===== src/rtl/md5_pkg.sv =====
// Shared types and sizes for the MD5 candidate search slice.
// Top/unit state encodings live here so the dispatcher and bench agree.
package md5_pkg;
  localparam int DIGEST_W  = 128;
  localparam int CAND_W    = 32;
  localparam int MAX_UNITS = 16;

  typedef enum logic [1:0] {
    T_IDLE,
    T_RUN,
    T_FINISH
  } top_state_e;

  typedef enum logic [2:0] {
    U_IDLE,
    U_RST,
    U_START,
    U_RUN,
    U_REQ
  } unit_state_e;
endpackage


===== src/rtl/cruncher_dispatch_if.sv =====
// Host config/status plus the cruncher-array control bus.
// master: the dispatcher; slave: host and cruncher array.
interface cruncher_dispatch_if #(
  parameter int NUNITS = 4
);
  import md5_pkg::*;

  logic                         go;
  logic                         abort;
  logic [CAND_W-1:0]            cand_base;
  logic [CAND_W-1:0]            cand_limit;
  logic [DIGEST_W-1:0]          target;
  logic                         busy;
  logic                         done;
  logic                         found;
  logic [CAND_W-1:0]            found_cand;
  logic [CAND_W-1:0]            checked;
  logic [NUNITS-1:0]            unit_reset;
  logic [NUNITS-1:0]            unit_start;
  logic [CAND_W*NUNITS-1:0]     unit_cand;
  logic [NUNITS-1:0]            unit_done;
  logic [DIGEST_W*NUNITS-1:0]   unit_digest;

  modport master (
    input  go, abort, cand_base, cand_limit, target,
    input  unit_done, unit_digest,
    output busy, done, found, found_cand, checked,
    output unit_reset, unit_start, unit_cand
  );

  modport slave (
    output go, abort, cand_base, cand_limit, target,
    output unit_done, unit_digest,
    input  busy, done, found, found_cand, checked,
    input  unit_reset, unit_start, unit_cand
  );
endinterface


===== src/rtl/rr_arbiter.sv =====
// Round-robin arbiter: one-hot grant, priority starts
// at the requester after the last one granted.
module rr_arbiter #(
  parameter int N = 4
) (
  input  logic         clk,
  input  logic         reset,
  input  logic [N-1:0] req,
  input  logic         advance,
  output logic [N-1:0] grant
);
  localparam int PW = (N > 1) ? $clog2(N) : 1;

  logic [PW-1:0] ptr_q, ptr_d;
  logic [PW:0]   jw, nxt;
  logic [PW-1:0] idx;
  logic          hit;

  // scan requesters starting at the pointer, wrapping at N
  always_comb begin
    grant = '0;
    hit   = 1'b0;
    nxt   = '0;
    jw    = '0;
    idx   = '0;
    for (int i = 0; i < N; i++) begin
      jw = {1'b0, ptr_q} + (PW+1)'(i);
      if (jw >= (PW+1)'(N)) jw = jw - (PW+1)'(N);
      idx = jw[PW-1:0];
      if (!hit && req[idx]) begin
        hit        = 1'b1;
        grant[idx] = 1'b1;
        nxt        = jw + (PW+1)'(1);
        if (nxt >= (PW+1)'(N)) nxt = '0;
      end
    end
    ptr_d = ptr_q;
    if (advance && hit) ptr_d = nxt[PW-1:0];
  end

  // last-grant pointer
  always_ff @(posedge clk) begin
    if (reset) ptr_q <= '0;
    else       ptr_q <= ptr_d;
  end
endmodule


===== src/rtl/cruncher_dispatch.sv =====
// Schedules candidates over a pool of MD5 crunchers and
// compares each finished digest against the target.
module cruncher_dispatch
  import md5_pkg::*;
#(
  parameter int NUNITS = 4
) (
  input logic               clk,
  input logic               reset,
  cruncher_dispatch_if.master bus
);
  top_state_e          state_q, state_d;
  logic [CAND_W-1:0]   limit_q, limit_d;
  logic [CAND_W-1:0]   next_q, next_d;
  logic [CAND_W-1:0]   fcand_q, fcand_d;
  logic [CAND_W-1:0]   checked_q, checked_d;
  logic [DIGEST_W-1:0] target_q, target_d;
  logic                issued_q, issued_d;
  logic                done_q, done_d;
  logic                found_q, found_d;

  logic [NUNITS-1:0]   udone_q;
  logic [NUNITS-1:0]   u_idle, u_req, disp, grant;
  logic [DIGEST_W-1:0] g_dig;
  logic [CAND_W-1:0]   g_cand;
  logic                run, fin, any_gnt, match;
  logic                exhausted, leave, taken;

  assign run       = (state_q == T_RUN);
  assign fin       = (state_q == T_FINISH);
  assign any_gnt   = |grant;
  assign match     = any_gnt && (g_dig == target_q);
  assign exhausted = issued_q && (&u_idle);
  assign leave     = bus.abort | match | exhausted;

  rr_arbiter #(.N(NUNITS)) u_arb (
    .clk     (clk),
    .reset   (reset),
    .req     (u_req & {NUNITS{run}}),
    .advance (run),
    .grant   (grant)
  );

  // pick the granted unit's digest and candidate
  always_comb begin
    g_dig  = '0;
    g_cand = '0;
    for (int k = 0; k < NUNITS; k++) begin
      if (grant[k]) begin
        g_dig  = bus.unit_digest[k*DIGEST_W +: DIGEST_W];
        g_cand = bus.unit_cand[k*CAND_W +: CAND_W];
      end
    end
  end

  // lowest-index idle unit gets the next candidate
  always_comb begin
    disp  = '0;
    taken = 1'b0;
    if (run && !issued_q && !leave) begin
      for (int k = 0; k < NUNITS; k++) begin
        if (u_idle[k] && !taken) begin
          disp[k] = 1'b1;
          taken   = 1'b1;
        end
      end
    end
  end

  // top-level search sequencing and result capture
  always_comb begin
    state_d   = state_q;
    limit_d   = limit_q;
    target_d  = target_q;
    next_d    = next_q;
    issued_d  = issued_q;
    done_d    = done_q;
    found_d   = found_q;
    fcand_d   = fcand_q;
    checked_d = checked_q;
    unique case (state_q)
      T_IDLE: begin
        if (bus.go) begin
          state_d   = T_RUN;
          limit_d   = bus.cand_limit;
          target_d  = bus.target;
          next_d    = bus.cand_base;
          issued_d  = bus.cand_base > bus.cand_limit;
          done_d    = 1'b0;
          found_d   = 1'b0;
          checked_d = '0;
        end
      end
      T_RUN: begin
        if (|disp) begin
          next_d = next_q + CAND_W'(1);
          if (next_q == limit_q) issued_d = 1'b1;
        end
        if (any_gnt && (checked_q != '1))
          checked_d = checked_q + CAND_W'(1);
        if (match) begin
          found_d = 1'b1;
          fcand_d = g_cand;
        end
        if (leave) state_d = T_FINISH;
      end
      T_FINISH: begin
        done_d  = 1'b1;
        state_d = T_IDLE;
      end
      default: state_d = T_IDLE;
    endcase
  end

  // top-level state registers
  always_ff @(posedge clk) begin
    if (reset) begin
      state_q   <= T_IDLE;
      limit_q   <= '0;
      target_q  <= '0;
      next_q    <= '0;
      issued_q  <= 1'b0;
      done_q    <= 1'b0;
      found_q   <= 1'b0;
      fcand_q   <= '0;
      checked_q <= '0;
      udone_q   <= '0;
    end else begin
      state_q   <= state_d;
      limit_q   <= limit_d;
      target_q  <= target_d;
      next_q    <= next_d;
      issued_q  <= issued_d;
      done_q    <= done_d;
      found_q   <= found_d;
      fcand_q   <= fcand_d;
      checked_q <= checked_d;
      udone_q   <= bus.unit_done;
    end
  end

  for (genvar k = 0; k < NUNITS; k++) begin : g_unit
    unit_state_e       us_q, us_d;
    logic [CAND_W-1:0] cand_q, cand_d;

    // per-unit reset, start, wait, request sequence
    always_comb begin
      us_d   = us_q;
      cand_d = cand_q;
      if (fin) begin
        us_d = U_IDLE;
      end else begin
        unique case (us_q)
          U_IDLE: begin
            if (disp[k]) begin
              us_d   = U_RST;
              cand_d = next_q;
            end
          end
          U_RST:   us_d = U_START;
          U_START: us_d = U_RUN;
          U_RUN:   if (udone_q[k]) us_d = U_REQ;
          U_REQ:   if (grant[k]) us_d = U_IDLE;
          default: us_d = U_IDLE;
        endcase
      end
    end

    // per-unit state and candidate registers
    always_ff @(posedge clk) begin
      if (reset) begin
        us_q   <= U_IDLE;
        cand_q <= '0;
      end else begin
        us_q   <= us_d;
        cand_q <= cand_d;
      end
    end

    assign u_idle[k]         = (us_q == U_IDLE);
    assign u_req[k]          = (us_q == U_REQ);
    assign bus.unit_reset[k] = reset | fin | (us_q == U_RST);
    assign bus.unit_start[k] = (us_q == U_START);
    assign bus.unit_cand[k*CAND_W +: CAND_W] = cand_q;
  end

  assign bus.busy       = (state_q != T_IDLE);
  assign bus.done       = done_q;
  assign bus.found      = found_q;
  assign bus.found_cand = fcand_q;
  assign bus.checked    = checked_q;
endmodule


===== src/flat_wrapper.sv =====
// flat-port wrapper written by rule: the top's interface ports become plain ports
module cruncher_dispatch_flat import md5_pkg::*;
#(
  parameter int NUNITS = 4
)
  (clk, reset, bus_go, bus_abort, bus_cand_base, bus_cand_limit, bus_target, bus_unit_done, bus_unit_digest, bus_busy, bus_done, bus_found, bus_found_cand, bus_checked, bus_unit_reset, bus_unit_start, bus_unit_cand);
  cruncher_dispatch_if #(.NUNITS(NUNITS)) bus_i ();
  input logic clk;
  input logic reset;
  input wire logic [$bits(bus_i.go)-1:0] bus_go;
  input wire logic [$bits(bus_i.abort)-1:0] bus_abort;
  input wire logic [$bits(bus_i.cand_base)-1:0] bus_cand_base;
  input wire logic [$bits(bus_i.cand_limit)-1:0] bus_cand_limit;
  input wire logic [$bits(bus_i.target)-1:0] bus_target;
  input wire logic [$bits(bus_i.unit_done)-1:0] bus_unit_done;
  input wire logic [$bits(bus_i.unit_digest)-1:0] bus_unit_digest;
  output wire logic [$bits(bus_i.busy)-1:0] bus_busy;
  output wire logic [$bits(bus_i.done)-1:0] bus_done;
  output wire logic [$bits(bus_i.found)-1:0] bus_found;
  output wire logic [$bits(bus_i.found_cand)-1:0] bus_found_cand;
  output wire logic [$bits(bus_i.checked)-1:0] bus_checked;
  output wire logic [$bits(bus_i.unit_reset)-1:0] bus_unit_reset;
  output wire logic [$bits(bus_i.unit_start)-1:0] bus_unit_start;
  output wire logic [$bits(bus_i.unit_cand)-1:0] bus_unit_cand;
  assign bus_i.go = bus_go;
  assign bus_i.abort = bus_abort;
  assign bus_i.cand_base = bus_cand_base;
  assign bus_i.cand_limit = bus_cand_limit;
  assign bus_i.target = bus_target;
  assign bus_i.unit_done = bus_unit_done;
  assign bus_i.unit_digest = bus_unit_digest;
  assign bus_busy = bus_i.busy;
  assign bus_done = bus_i.done;
  assign bus_found = bus_i.found;
  assign bus_found_cand = bus_i.found_cand;
  assign bus_checked = bus_i.checked;
  assign bus_unit_reset = bus_i.unit_reset;
  assign bus_unit_start = bus_i.unit_start;
  assign bus_unit_cand = bus_i.unit_cand;
  cruncher_dispatch #(.NUNITS(NUNITS)) u_core (.clk(clk), .reset(reset), .bus(bus_i));
endmodule

===== config.mk =====
export PLATFORM = sky130hd
export DESIGN_NAME = cruncher_dispatch_flat
export DESIGN_NICKNAME = d
export VERILOG_FILES = /design/src/rtl/md5_pkg.sv /design/src/rtl/cruncher_dispatch_if.sv /design/src/rtl/rr_arbiter.sv /design/src/rtl/cruncher_dispatch.sv /design/src/flat_wrapper.sv
export SDC_FILE = /design/constraint.sdc
export NUM_CORES = 1
export LEC_CHECK = 0
export ABC_AREA = 1
export CAP_MARGIN = 20
export CORE_AREA = 2 2 357 359
export DETAILED_ROUTE_END_ITERATION = 8
export DIE_AREA = 0 0 359 361
export GPL_TIMING_DRIVEN = 0
export PLACE_DENSITY_LB_ADDON = 0.2
export SLEW_MARGIN = 20
export SYNTH_ARGS = -nofsm -noshare
export SYNTH_HDL_FRONTEND = slang
export SYNTH_SLANG_ARGS = --single-unit

===== constraint.sdc =====
create_clock -name clk -period 3.85 [get_ports clk]
set_clock_uncertainty 0.05 [all_clocks]
set_input_delay 0.77 -clock clk [delete_from_list [all_inputs] [get_ports clk]]
set_output_delay 0.77 -clock clk [all_outputs]
set_load 0.05 [all_outputs]

## Word level (Yosys, flattened, before mapping)

Cells that the tools add are included.

| word-level totals | value |
|---|---|
| flip-flop bits (word level) | 407 |
| input bits | 712 |
| output and inout bits | 203 |
| word-level logic and storage cells | 239 |

| operators by class | value |
|---|---|
| add/sub/neg operators | 13 |
| order comparisons | 17 |
| eq/ne operators | 39 |
| multiplexer cells | 87 |
| bitwise operators | 12 |
| reduce and logical (&&, ||, !) cells | 52 |

Operator list:

| operator | number |
|---|---|
| 128-bit two-way mux | 4 |
| 32-bit two-way mux | 8 |
| 128-bit == test | 1 |
| 32-bit one-hot mux with 2 select lines | 2 |
| 32-bit by 1-bit adder with 32-bit output, second input constant | 2 |
| 3-bit one-hot mux with 5 select lines | 4 |
| 3-bit two-way mux | 16 |
| 3-bit AND reduction | 11 |
| 32-bit == test | 1 |
| 32-bit greater-than comparator | 1 |
| 32-bit != test, second input constant | 1 |
| 2-bit != test, second input constant | 14 |
| 1-bit two-way mux | 26 |
| 3-bit by 2-bit == test with 1-bit output, second input constant | 8 |
| 3-bit >= comparator, second input constant | 7 |
| 2-bit two-way mux | 10 |
| 4-bit two-way mux | 5 |
| 1-bit logical AND | 16 |
| 3-bit by 1-bit adder with 3-bit output, second input constant | 4 |
| 3-bit by 1-bit == test with 1-bit output, second input constant | 4 |
| 3-bit == test, second input constant | 4 |
| 3-bit zero test | 4 |
| 2-bit by 3-bit less-than comparator with 1-bit output, second input constant | 4 |
| 4-bit bitwise OR | 3 |
| other kinds (23) | 60 |

## Depth between registers and ports, before layout

Gate-level depths: netlist of run 1.

| depth | value |
|---|---|
| depth in word-level cells | 40 |
| depth in mapped cells | 36 |
| mapped depth without buffers | 33 |

## Hierarchy

From an unflattened synthesis of run 1, not the netlist that was laid out.

| second synthesis, totals | value |
|---|---|
| cells, all modules | 4215 |
| area total of the unflattened synthesis | 25854.8 µm² |

Modules (own cells, without submodules):

| module | times used | cells an instance | area each (µm²) | sequential area each (µm²) |
|---|---|---|---|---|
| cruncher_dispatch | 1 | 4134 | 25346.8 | 8107.8 |
| rr_arbiter | 1 | 81 | 508.0 | 40.0 |

## Worst setup path before layout of run 1

No wires, ideal clock.

| timing | value |
|---|---|
| path kind | reg-to-reg |
| from | reg u_core.u_arb.ptr_q[0] |
| to | reg u_core.checked_q[29], in the netlist u_core.bus.checked[29] |
| library setup time | 116 ps |
| data arrival time | 3642 ps |
| data required time | 3684 ps |
| setup slack | 43 ps |
| cell stages (with the launch flop) | 29 |
| path buffers | 3 |
| clock period less this slack | 3807 ps |
| path through | dfxtp_1 -> inv_2 -> ha_1 -> inv_1 -> nand3_1 -> nand2_1 -> nand2_4 -> nor2_8 -> nand3_2 -> nand2_4 -> inv_2 -> buf_6 -> buf_6 -> buf_6 -> nand4_2 -> o211ai_1 -> nand2_2 -> inv_2 -> nor2_4 -> nand3_2 -> nor2_4 -> nand2_2 -> inv_2 -> nand2_1 -> nor3_4 -> inv_2 -> nor3_2 -> nand3_1 -> and3_1 |

| between the ends | value |
|---|---|
| longest elaborated chain between the ends | 18 |
| elaborated cells on any way between the ends | 63 |
| those cells by class | add/sub: 7; order compare: 12; eq/ne: 1; mux: 27; bitwise: 3; reduce/logical: 13 |

Ends and longest elaborated chain:

| what | RTL line | RTL |
|---|---|---|
| from (decl) | rr_arbiter.sv:14 | `logic [PW-1:0] ptr_q, ptr_d;` |
| from (signal assigned) | rr_arbiter.sv:44 | `else ptr_q <= ptr_d;` |
| branches (longest 13 deep; another with 2-bit by 1-bit adder with 3-bit output) | n/a |  |
| 4-bit two-way mux (*) | rr_arbiter.sv:30 | `if (!hit && req[idx]) begin` |
| 4-bit OR reduction (*) | cruncher_dispatch.sv:31 | `assign any_gnt = \|grant;` |
| 1-bit logical AND (*) | cruncher_dispatch.sv:99 | `if (any_gnt && (checked_q != '1))` |
| 2-bit != test (no line) (*) | n/a |  |
| 3-bit AND reduction (no line) (*) | n/a |  |
| to (signal assigned) | cruncher_dispatch.sv:137 | `checked_q <= checked_d;` |
| to (decl) | cruncher_dispatch.sv:16 | `logic [CAND_W-1:0] checked_q, checked_d;` |

Every way passes the cells marked *. The select of a mux whose other input is x is not followed.
A chain may end at the register's enable or synchronous reset.

## Worst setup path in the final report of run 1

| timing | value |
|---|---|
| from | reg u_core.u_arb.ptr_q[0] |
| to | reg u_core.g_unit[3].cand_q[27] |

| between the ends | value |
|---|---|
| longest elaborated chain between the ends | 26 |
| elaborated cells on any way between the ends | 72 |
| those cells by class | add/sub: 7; order compare: 12; eq/ne: 1; mux: 32; bitwise: 5; reduce/logical: 15 |

Ends and longest elaborated chain:

| what | RTL line | RTL |
|---|---|---|
| branches (longest 13 deep; another with 2-bit by 1-bit adder with 3-bit output) | n/a |  |
| 4-bit two-way mux (*) | rr_arbiter.sv:30 |  |
| 128-bit two-way mux (4 in a row) | cruncher_dispatch.sv:49 | `if (grant[k]) begin` |
| 128-bit == test | cruncher_dispatch.sv:32 | `assign match = any_gnt && (g_dig == target_q);` |
| 1-bit logical AND (*) | cruncher_dispatch.sv:32 |  |
| 1-bit bitwise OR (*) (2 in a row) | cruncher_dispatch.sv:34 | `assign leave = bus.abort \| match \| exhausted;` |
| 1-bit zero test (*) | cruncher_dispatch.sv:60 | `if (run && !issued_q && !leave) begin` |
| 1-bit logical AND (*) | cruncher_dispatch.sv:60 |  |
| 4-bit two-way mux (*) | cruncher_dispatch.sv:60 |  |
| 3-bit AND reduction (no line) (*) | n/a |  |
| to (signal assigned) | cruncher_dispatch.sv:176 | `cand_q <= cand_d;` |
| to (decl) | cruncher_dispatch.sv:144 | `logic [CAND_W-1:0] cand_q, cand_d;` |

Marks and branches as above.

==> results.json, run 1 <==
{
  "status": "complete, but fails checks",
  "violations": "negative setup slack",
  "power_density_mw_per_mm2": 542,
  "core_area_sq_mm": 0.125,
  "crit_family": "simple AND/OR/NAND/NOR gates",
  "grt_pass1_wl_um": 263000,
  "cpMostUsedCell": "nand2_1",
  "synthMuxAreaShare_pct": 0.238,
  "cts_hold_buf": 0,
  "startpoint": "u_core.u_arb.ptr_q[0]",
  "drive_gt1_share_pct": 13.9,
  "grt_max_degree": 19,
  "hold_violations": 0,
  "first_iter_violations": 2947,
  "antenna_found_initial": 71,
  "slew_viol_final": 0,
  "start_util_pct": 20.1,
  "synthCells": 4035,
  "globalRouteOverflowTotal": 0,
  "synth_fa_ha_area_share_pct": 1.94,
  "ys_types": 58,
  "clockRootBuffer": "clkbuf_16",
  "crit_required_ns": 4.39,
  "wire_per_inst_um": 29.1,
  "cp.depth": 30,
  "internal-power_mw": 11.9,
  "synth_top_family_by_area": "simple AND/OR/NAND/NOR gates",
  "crit_fanout": 10,
  "yosys.area.top_type_share_pct": 32.3,
  "synthXorXnorAreaFrac_pct": 1.74,
  "synth_common_cells": "nand2_1, a21oi_1, nor2_1",
  "pre_cts_slack_ns": -3.12,
  "yosysSeqAreaShare_pct": 32.3,
  "fmax_mhz": 219,
  "max_cap_violations": 0,
  "dp_hpwl_um": 160000,
  "worst_setup_path_end_kind": "flip-flop",
  "final_nets": 5869,
  "htreeDepth": 2,
  "fin_crit_ns": 4.57,
  "fin_crit_sh_pct": 119,
  "p_switching_mw": 10.9,
  "rows": 130,
  "port_buffers": 913,
  "ant_nets": 0,
  "seqPwrFrac_pct": 20.8,
  "placed_area_sq_mm": 0.0365,
  "final_area_sq_mm": 0.0421,
  "async_reset_ff_share_pct": 0,
  "n_fill_cell": 13694,
  "vias_per_cell": 4.84,
  "cp_data_arrival_time_ns": 5.10,
  "area.sequential_sq_mm": 0.00816,
  "worstSetupPathType": "reg -> reg",
  "grt_setup_unrepaired": "true",
  "multi_input_area_sq_mm": 0.0159,
  "insertion_delay_ns": 0.70,
  "p_leak_nw": 17.1,
  "cts_buffers": 54,
  "drtPass1Iterations": 6,
  "synth-compound-area-share_pct": 20.5,
  "instances_no_fill": 6842,
  "drc_errors": 0,
  "synth_area_leaders": "dfxtp_1, nand2_1, a21oi_1, nor2_1, o21ai_0",
  "ys.flop_type": "dfxtp_1",
  "synthesis.nets": 4786,
  "cts_tree": "done",
  "hold_start": "u_core.bus.found",
  "power.share.combinational_pct": 55.7,
  "crit_path_top_delay_cell": "dfxtp_4",
  "setup_violations": 219,
  "timing.rr.start": "u_core.u_arb.ptr_q[0]",
  "clk_pin_slew_worst_paths_ns": 0.06,
  "min_path_type": "reg -> reg",
  "synth_top_area_cell": "dfxtp_1",
  "netlist_area_sq_mm": 0.0252,
  "crit_path_start_kind": "flip-flop",
  "layout_setup_ws_ns": -0.716,
  "clock_power_share_pct": 23.5,
  "area_delta_synth_final_pct": 66.8,
  "place_inst": 6601,
  "reg2regPathDepth": 30,
  "avgSynthCellArea_sq_um": 6.25,
  "wl_um": 199000,
  "max-slew-margin-rel_pct": 24.7,
  "synthSimpleGateAreaFrac_pct": 33.1,
  "die_y_um": 361,
  "cp_num_buf_inv": 7,
  "gp_congestion": 0.960,
  "cp_slowest_stage_delay_ns": 0.39,
  "cts.sinks": 407,
  "p_sw_share_pct": 47.8,
  "ys_warn_count": 0,
  "first_global_vias": 31902,
  "ys_ff_latch": 407,
  "yosysMostFrequentCell": "nand2_1",
  "grt.total_usage_pct": 29.3,
  "clockBufferDepth": 3,
  "peakVddDrop_v": 0.000351,
  "ioPinCount": 915,
  "vias": 33132,
  "dieArea_sq_mm": 0.130,
  "worst_slew_pin_slew_ns": 1.13,
  "holdPathStages": 2,
  "synth_edf_count": 0,
  "final_core_utilization_pct": 33.5,
  "die_x_um": 359
}
kinds of logic after synthesis:
kind of cell | count (synthesis)
and+or+nand+nor | 1958
AOI/OAI and AO/OA | 966
buffers and inverters | 609
DFF | 407
xor gates and xnor gates | 50
adders and majority gates | 39
muxes | 6
flip-flops by register name (all words and copies together) (netlist names):
| register | cells |
|---|---|
| u_core.bus.found | 1 |
| u_core.issued_q | 1 |
| u_core.bus.found_cand | 32 |
| u_core.u_arb.ptr_q | 2 |
| u_core.next_q | 32 |
| u_core.bus.checked | 32 |
| u_core.limit_q | 32 |
| u_core.target_q | 128 |
| u_core.g_unit.us_q | 12 |
| u_core.g_unit.cand_q | 128 |
| u_core.bus.done | 1 |
| u_core.state_q | 2 |
| u_core.udone_q | 4 |
cell type report:
| class | instances | share of cell area [%] |
|---|---|---|
| timing repair buffer | 1027 | 25.1 |
| antenna | 37 | 0.220 |
| clock buffer | 77 | 3.58 |
| multi-input combinational | 3022 | 37.8 |
| inverter | 345 | 3.20 |
| tap | 1650 | 4.91 |
| sequential | 407 | 19.4 |
| buffer | 261 | 5.13 |
| clock inverter | 16 | 0.681 |
through the flow:
stage / power, mW / hold slack (ns) / TNS [ns]
CTS: 22.4 / 0.415 / -117.66
floorplan: 10.5 / 0.387 / 0
global placement: 15.7 / 0.392 / -544.99
finish: 22.8 / 0.417 / -126.83
detailed placement: 15.7 / 0.390 / -543.40
global route: 23.9 / 0.426 / -165.59
metal layers:
metal | vias to the layer above | global-route usage, % | routed length (um)
met2 | 1466 | 51.7 | 97700
met1 | 15803 | 34.3 | 78700
met3 | 345 | 5.67 | 13400
met4 | 34 | 13.0 | 9410
met5 | - | 0 | 215
li1 | 15484 | - | -
what timing repair did:
item	4_1_cts	5_1_grt
gates cloned	14	3
setup buffers	67	34
pin swaps	68	94
gates resized for setup	465	268
setup endpoints to repair	236	225
worst min-delay path, delay by kind of cell, from the launching register on:
| kind | cells | cell delay (ns) |
|---|---|---|
| AND/OR/NAND/NOR | 2 | 0.12 |
| flip-flops | 1 | 0.31 |
placed cells by master, fill, tap and decap left out, types with 34 or more instances in the layout:
master           synthesis  layout
inv_1                  333     329
nand4_1                 35      35
clkbuf_16                0      59
buf_12                   0      52
nand2_2                  4      56
xor2_1                  47      47
o22ai_1                 35      34
clkdlybuf4s50_1          0     913
dfxtp_1                407     400
diode_2                  0      37
or2_2                   40      40
a21oi_1                489     442
a21oi_2                  0      44
nand3_1                283     270
o21ai_2                  0      50
nor2_1                 435     372
buf_4                   24      78
o21ai_0                292     255
buf_6                   13      42
ha_1                    39      38
clkbuf_1               134     131
nor2_2                   6      40
nand2_1               1044     968
power by group through the flow:
| stage | registers, mW | clock network, mW | logic, mW |
|---|---|---|---|
| 2_1_floorplan | 4.88 | 0 | 5.65 |
| 3_3_place_gp | 4.81 | 0 | 10.9 |
| 3_5_place_dp | 4.82 | 0 | 10.9 |
| 4_1_cts | 4.72 | 5.46 | 12.3 |
| 5_1_grt | 4.77 | 5.60 | 13.5 |
| 6_report | 4.74 | 5.36 | 12.7 |
final timing paths:
| check | endpoint | slack (ns) |
|---|---|---|
| max | u_core.g_unit[3].cand_q[27] | -0.72 |
| min | u_core.bus.found | 0.42 |
| max reg2reg | u_core.g_unit[3].cand_q[27] | -0.72 |
| min reg2reg | u_core.bus.found | 0.42 |
Power figures use the tool's default switching activity.
==> inputs of run 2 (changes only) <==
--- a/config.mk
+++ b/config.mk
@@ -8,10 +8,11 @@
 export ABC_AREA = 1
 export CAP_MARGIN = 20
 export CORE_AREA = 2 2 357 359
+export CTS_CLUSTER_SIZE = 30
 export DETAILED_ROUTE_END_ITERATION = 8
 export DIE_AREA = 0 0 359 361
 export GPL_TIMING_DRIVEN = 0
-export PLACE_DENSITY_LB_ADDON = 0.2
+export PLACE_DENSITY_LB_ADDON = 0.15
 export SLEW_MARGIN = 20
 export SYNTH_ARGS = -nofsm -noshare
 export SYNTH_HDL_FRONTEND = slang
==> run 2 against run 1 <==
Effect of this change: the run still ends with negative setup slack left; sequential share of layout area fell by 0.065 points; wire length rose by 1.4%; global-route usage rose by 0.46 points; first-iteration DRC count fell by 6.8%; sequential cell count did not move; maximum frequency rose by 2.6%; power rose by 1.9%.
==> results.json, run 2 (synthesis gave the netlist of run 1 again) <==
{
  "fin_crit_ns": 4.45,
  "cts_tree": "done",
  "ioPinCount": 915,
  "crit_fanout": 7,
  "core_area_sq_mm": 0.125,
  "wl_um": 202000,
  "holdPathStages": 2,
  "start_util_pct": 20.1,
  "power_density_mw_per_mm2": 550,
  "worstSetupPathType": "reg -> reg",
  "cp_data_arrival_time_ns": 4.95,
  "cts_buffers": 56,
  "ant_nets": 0,
  "p_leak_nw": 17.2,
  "vias_per_cell": 4.84,
  "layout_setup_ws_ns": -0.600,
  "peakVddDrop_v": 0.000372,
  "insertion_delay_ns": 0.68,
  "p_sw_share_pct": 46.7,
  "clockBufferDepth": 3,
  "setup_violations": 217,
  "cp_slowest_stage_delay_ns": 0.35,
  "final_area_sq_mm": 0.0422,
  "globalRouteOverflowTotal": 0,
  "power_mw": 23.2,
  "drc_errors": 0,
  "grt_pass1_wl_um": 267000,
  "drtPass1Iterations": 6,
  "cts.sinks": 407,
  "first_iter_violations": 2746,
  "antenna_found_initial": 104,
  "layout_commonest_cell": "nand2_1",
  "rr_endpoint": "u_core.g_unit[3].us_q[0]",
  "min_path_type": "reg -> reg",
  "clock_power_share_pct": 24.7,
  "vias": 33369,
  "status": "complete, but fails checks",
  "max_cap_violations": 0,
  "gp_congestion": 0.950,
  "p_switching_mw": 10.9,
  "violations": "negative setup slack",
  "n_fill_cell": 13765,
  "worst_setup_path_end_kind": "flip-flop",
  "hold_start": "u_core.target_q[116]",
  "cpMostUsedCell": "nand2_1",
  "port_buffers": 913,
  "dieArea_sq_mm": 0.130,
  "clockRootBuffer": "clkbuf_16",
  "r2r_slack_ns": -0.60,
  "grt_setup_unrepaired": "true",
  "crit_path_top_delay_cell": "dfxtp_2",
  "crit_required_ns": 4.35,
  "max-slew-margin-rel_pct": 17.9,
  "final_nets": 5880,
  "die_x_um": 359,
  "htreeDepth": 2,
  "drive_gt1_share_pct": 13.4,
  "rows": 130,
  "hold_end": "u_core.target_q[116]",
  "die_y_um": 361,
  "fin_crit_sh_pct": 116,
  "pre_cts_slack_ns": -2.77,
  "clk_pin_slew_worst_paths_ns": 0.06,
  "first_global_vias": 32035,
  "fmax_mhz": 225,
  "crit_path_start_kind": "flip-flop",
  "timing.rr.start": "u_core.state_q[0]",
  "slew_viol_final": 0,
  "seqPwrFrac_pct": 20.4,
  "internal-power_mw": 12.4,
  "area_delta_synth_final_pct": 67.5,
  "worst_slew_pin_slew_ns": 1.23,
  "grt_max_degree": 18,
  "wire_per_inst_um": 29.4,
  "grt.total_usage_pct": 29.8,
  "reg2regPathDepth": 34,
  "power.share.combinational_pct": 54.9,
  "final_cell_mix": "nand2_1, clkdlybuf4s50_1, a21oi_1, dfxtp_1, nor2_1",
  "placed_area_sq_mm": 0.0364,
  "dp_hpwl_um": 163000,
  "hold_violations": 0,
  "reg.largest.list": "u_core.g_unit.cand_q: 128 flops, u_core.target_q: 128 flops"
}
-- run 2: cell count changes in the layout (fill, tap and decap cells not counted), sizes merged --
cell,delta
clkinvlp,+3
inv,+1
clkbuf,+2
nand2,-1
bufinv,+3
nor2,+1
clkinv,+5
bufbuf,+3
diode,+27
buf,+3
-- run 2: critical path: cells and delay by family, from the launching register on --
kind,cells,cell delay (ns)
flip-flops,1,0.35
buffers and inverters,8,1.12
AO/OA/AOI/OAI,2,0.20
AND/OR/NAND/NOR,24,2.59
-- run 2: repair_timing --
action,CTS,global route
pin swaps,61,96
setup buffers,64,39
hold buffers,0,0
gates resized for setup,452,200
setup endpoints to repair,236,227
gates cloned,18,3
-- run 2: worst max path at each step --
stage | cells after the start | startpoint | to
final | 34 | u_core.state_q[0] | u_core.g_unit[3].us_q[0]
after global placement | 26 | u_core.u_arb.ptr_q[0] | u_core.g_unit[2].us_q[0]
after floorplan | 28 | u_core.u_arb.ptr_q[0] | u_core.bus.checked[29]
after CTS | 32 | u_core.state_q[0] | u_core.next_q[15]
after detailed placement | 26 | u_core.u_arb.ptr_q[0] | u_core.g_unit[2].us_q[0]
after global routing | 35 | u_core.state_q[0] | u_core.next_q[25]
-- run 2: final cells by class --
| type | count | area, sq um | share of cell area [%] |
|---|---|---|---|
| Antenna cell | 64 | 160 | 0.379 |
| Buffer | 262 | 2190 | 5.19 |
| Clock buffer | 76 | 1560 | 3.69 |
| Clock inverter | 28 | 430 | 1.02 |
| Inverter | 345 | 1350 | 3.20 |
| Multi-Input combinational cell | 3022 | 15600 | 37.0 |
| Sequential cell | 407 | 8170 | 19.3 |
| Tap cell | 1650 | 2060 | 4.89 |
| Timing Repair Buffer | 1035 | 10700 | 25.3 |
-- run 2: through the flow --
stage | cells | hold WS [ns] | TNS, ns | util, %
6_report | 6889 | 0.418 | -107.41 | 33.7
3_5_place_dp | 6599 | 0.411 | -481.51 | 29.1
4_1_cts | 6784 | 0.421 | -103.46 | 32.6
2_1_floorplan | 4035 | 0.387 | 0 | -
3_3_place_gp | 6598 | 0.405 | -490.60 | 29.0
5_1_grt | 6877 | 0.436 | -158.01 | 33.6
-- run 2: routing by layer --
metal / part of all wire [%] / routed length (um) / track usage [%]
met3: 7.1 / 14300 / 6.69
met2: 50 / 101000 / 52.9
met4: 4.6 / 9340 / 13.3
met5: 0.11 / 230 / 0
met1: 38 / 77800 / 33.9
-- run 2: power groups by stage --
stage | registers (mW) | logic [mW] | clock network [mW]
floorplan | 4.88 | 5.65 | 0
global placement | 4.81 | 10.7 | 0
detailed placement | 4.81 | 10.7 | 0
CTS | 4.73 | 12.1 | 5.83
global route | 4.76 | 13.6 | 5.98
finish | 4.74 | 12.8 | 5.73
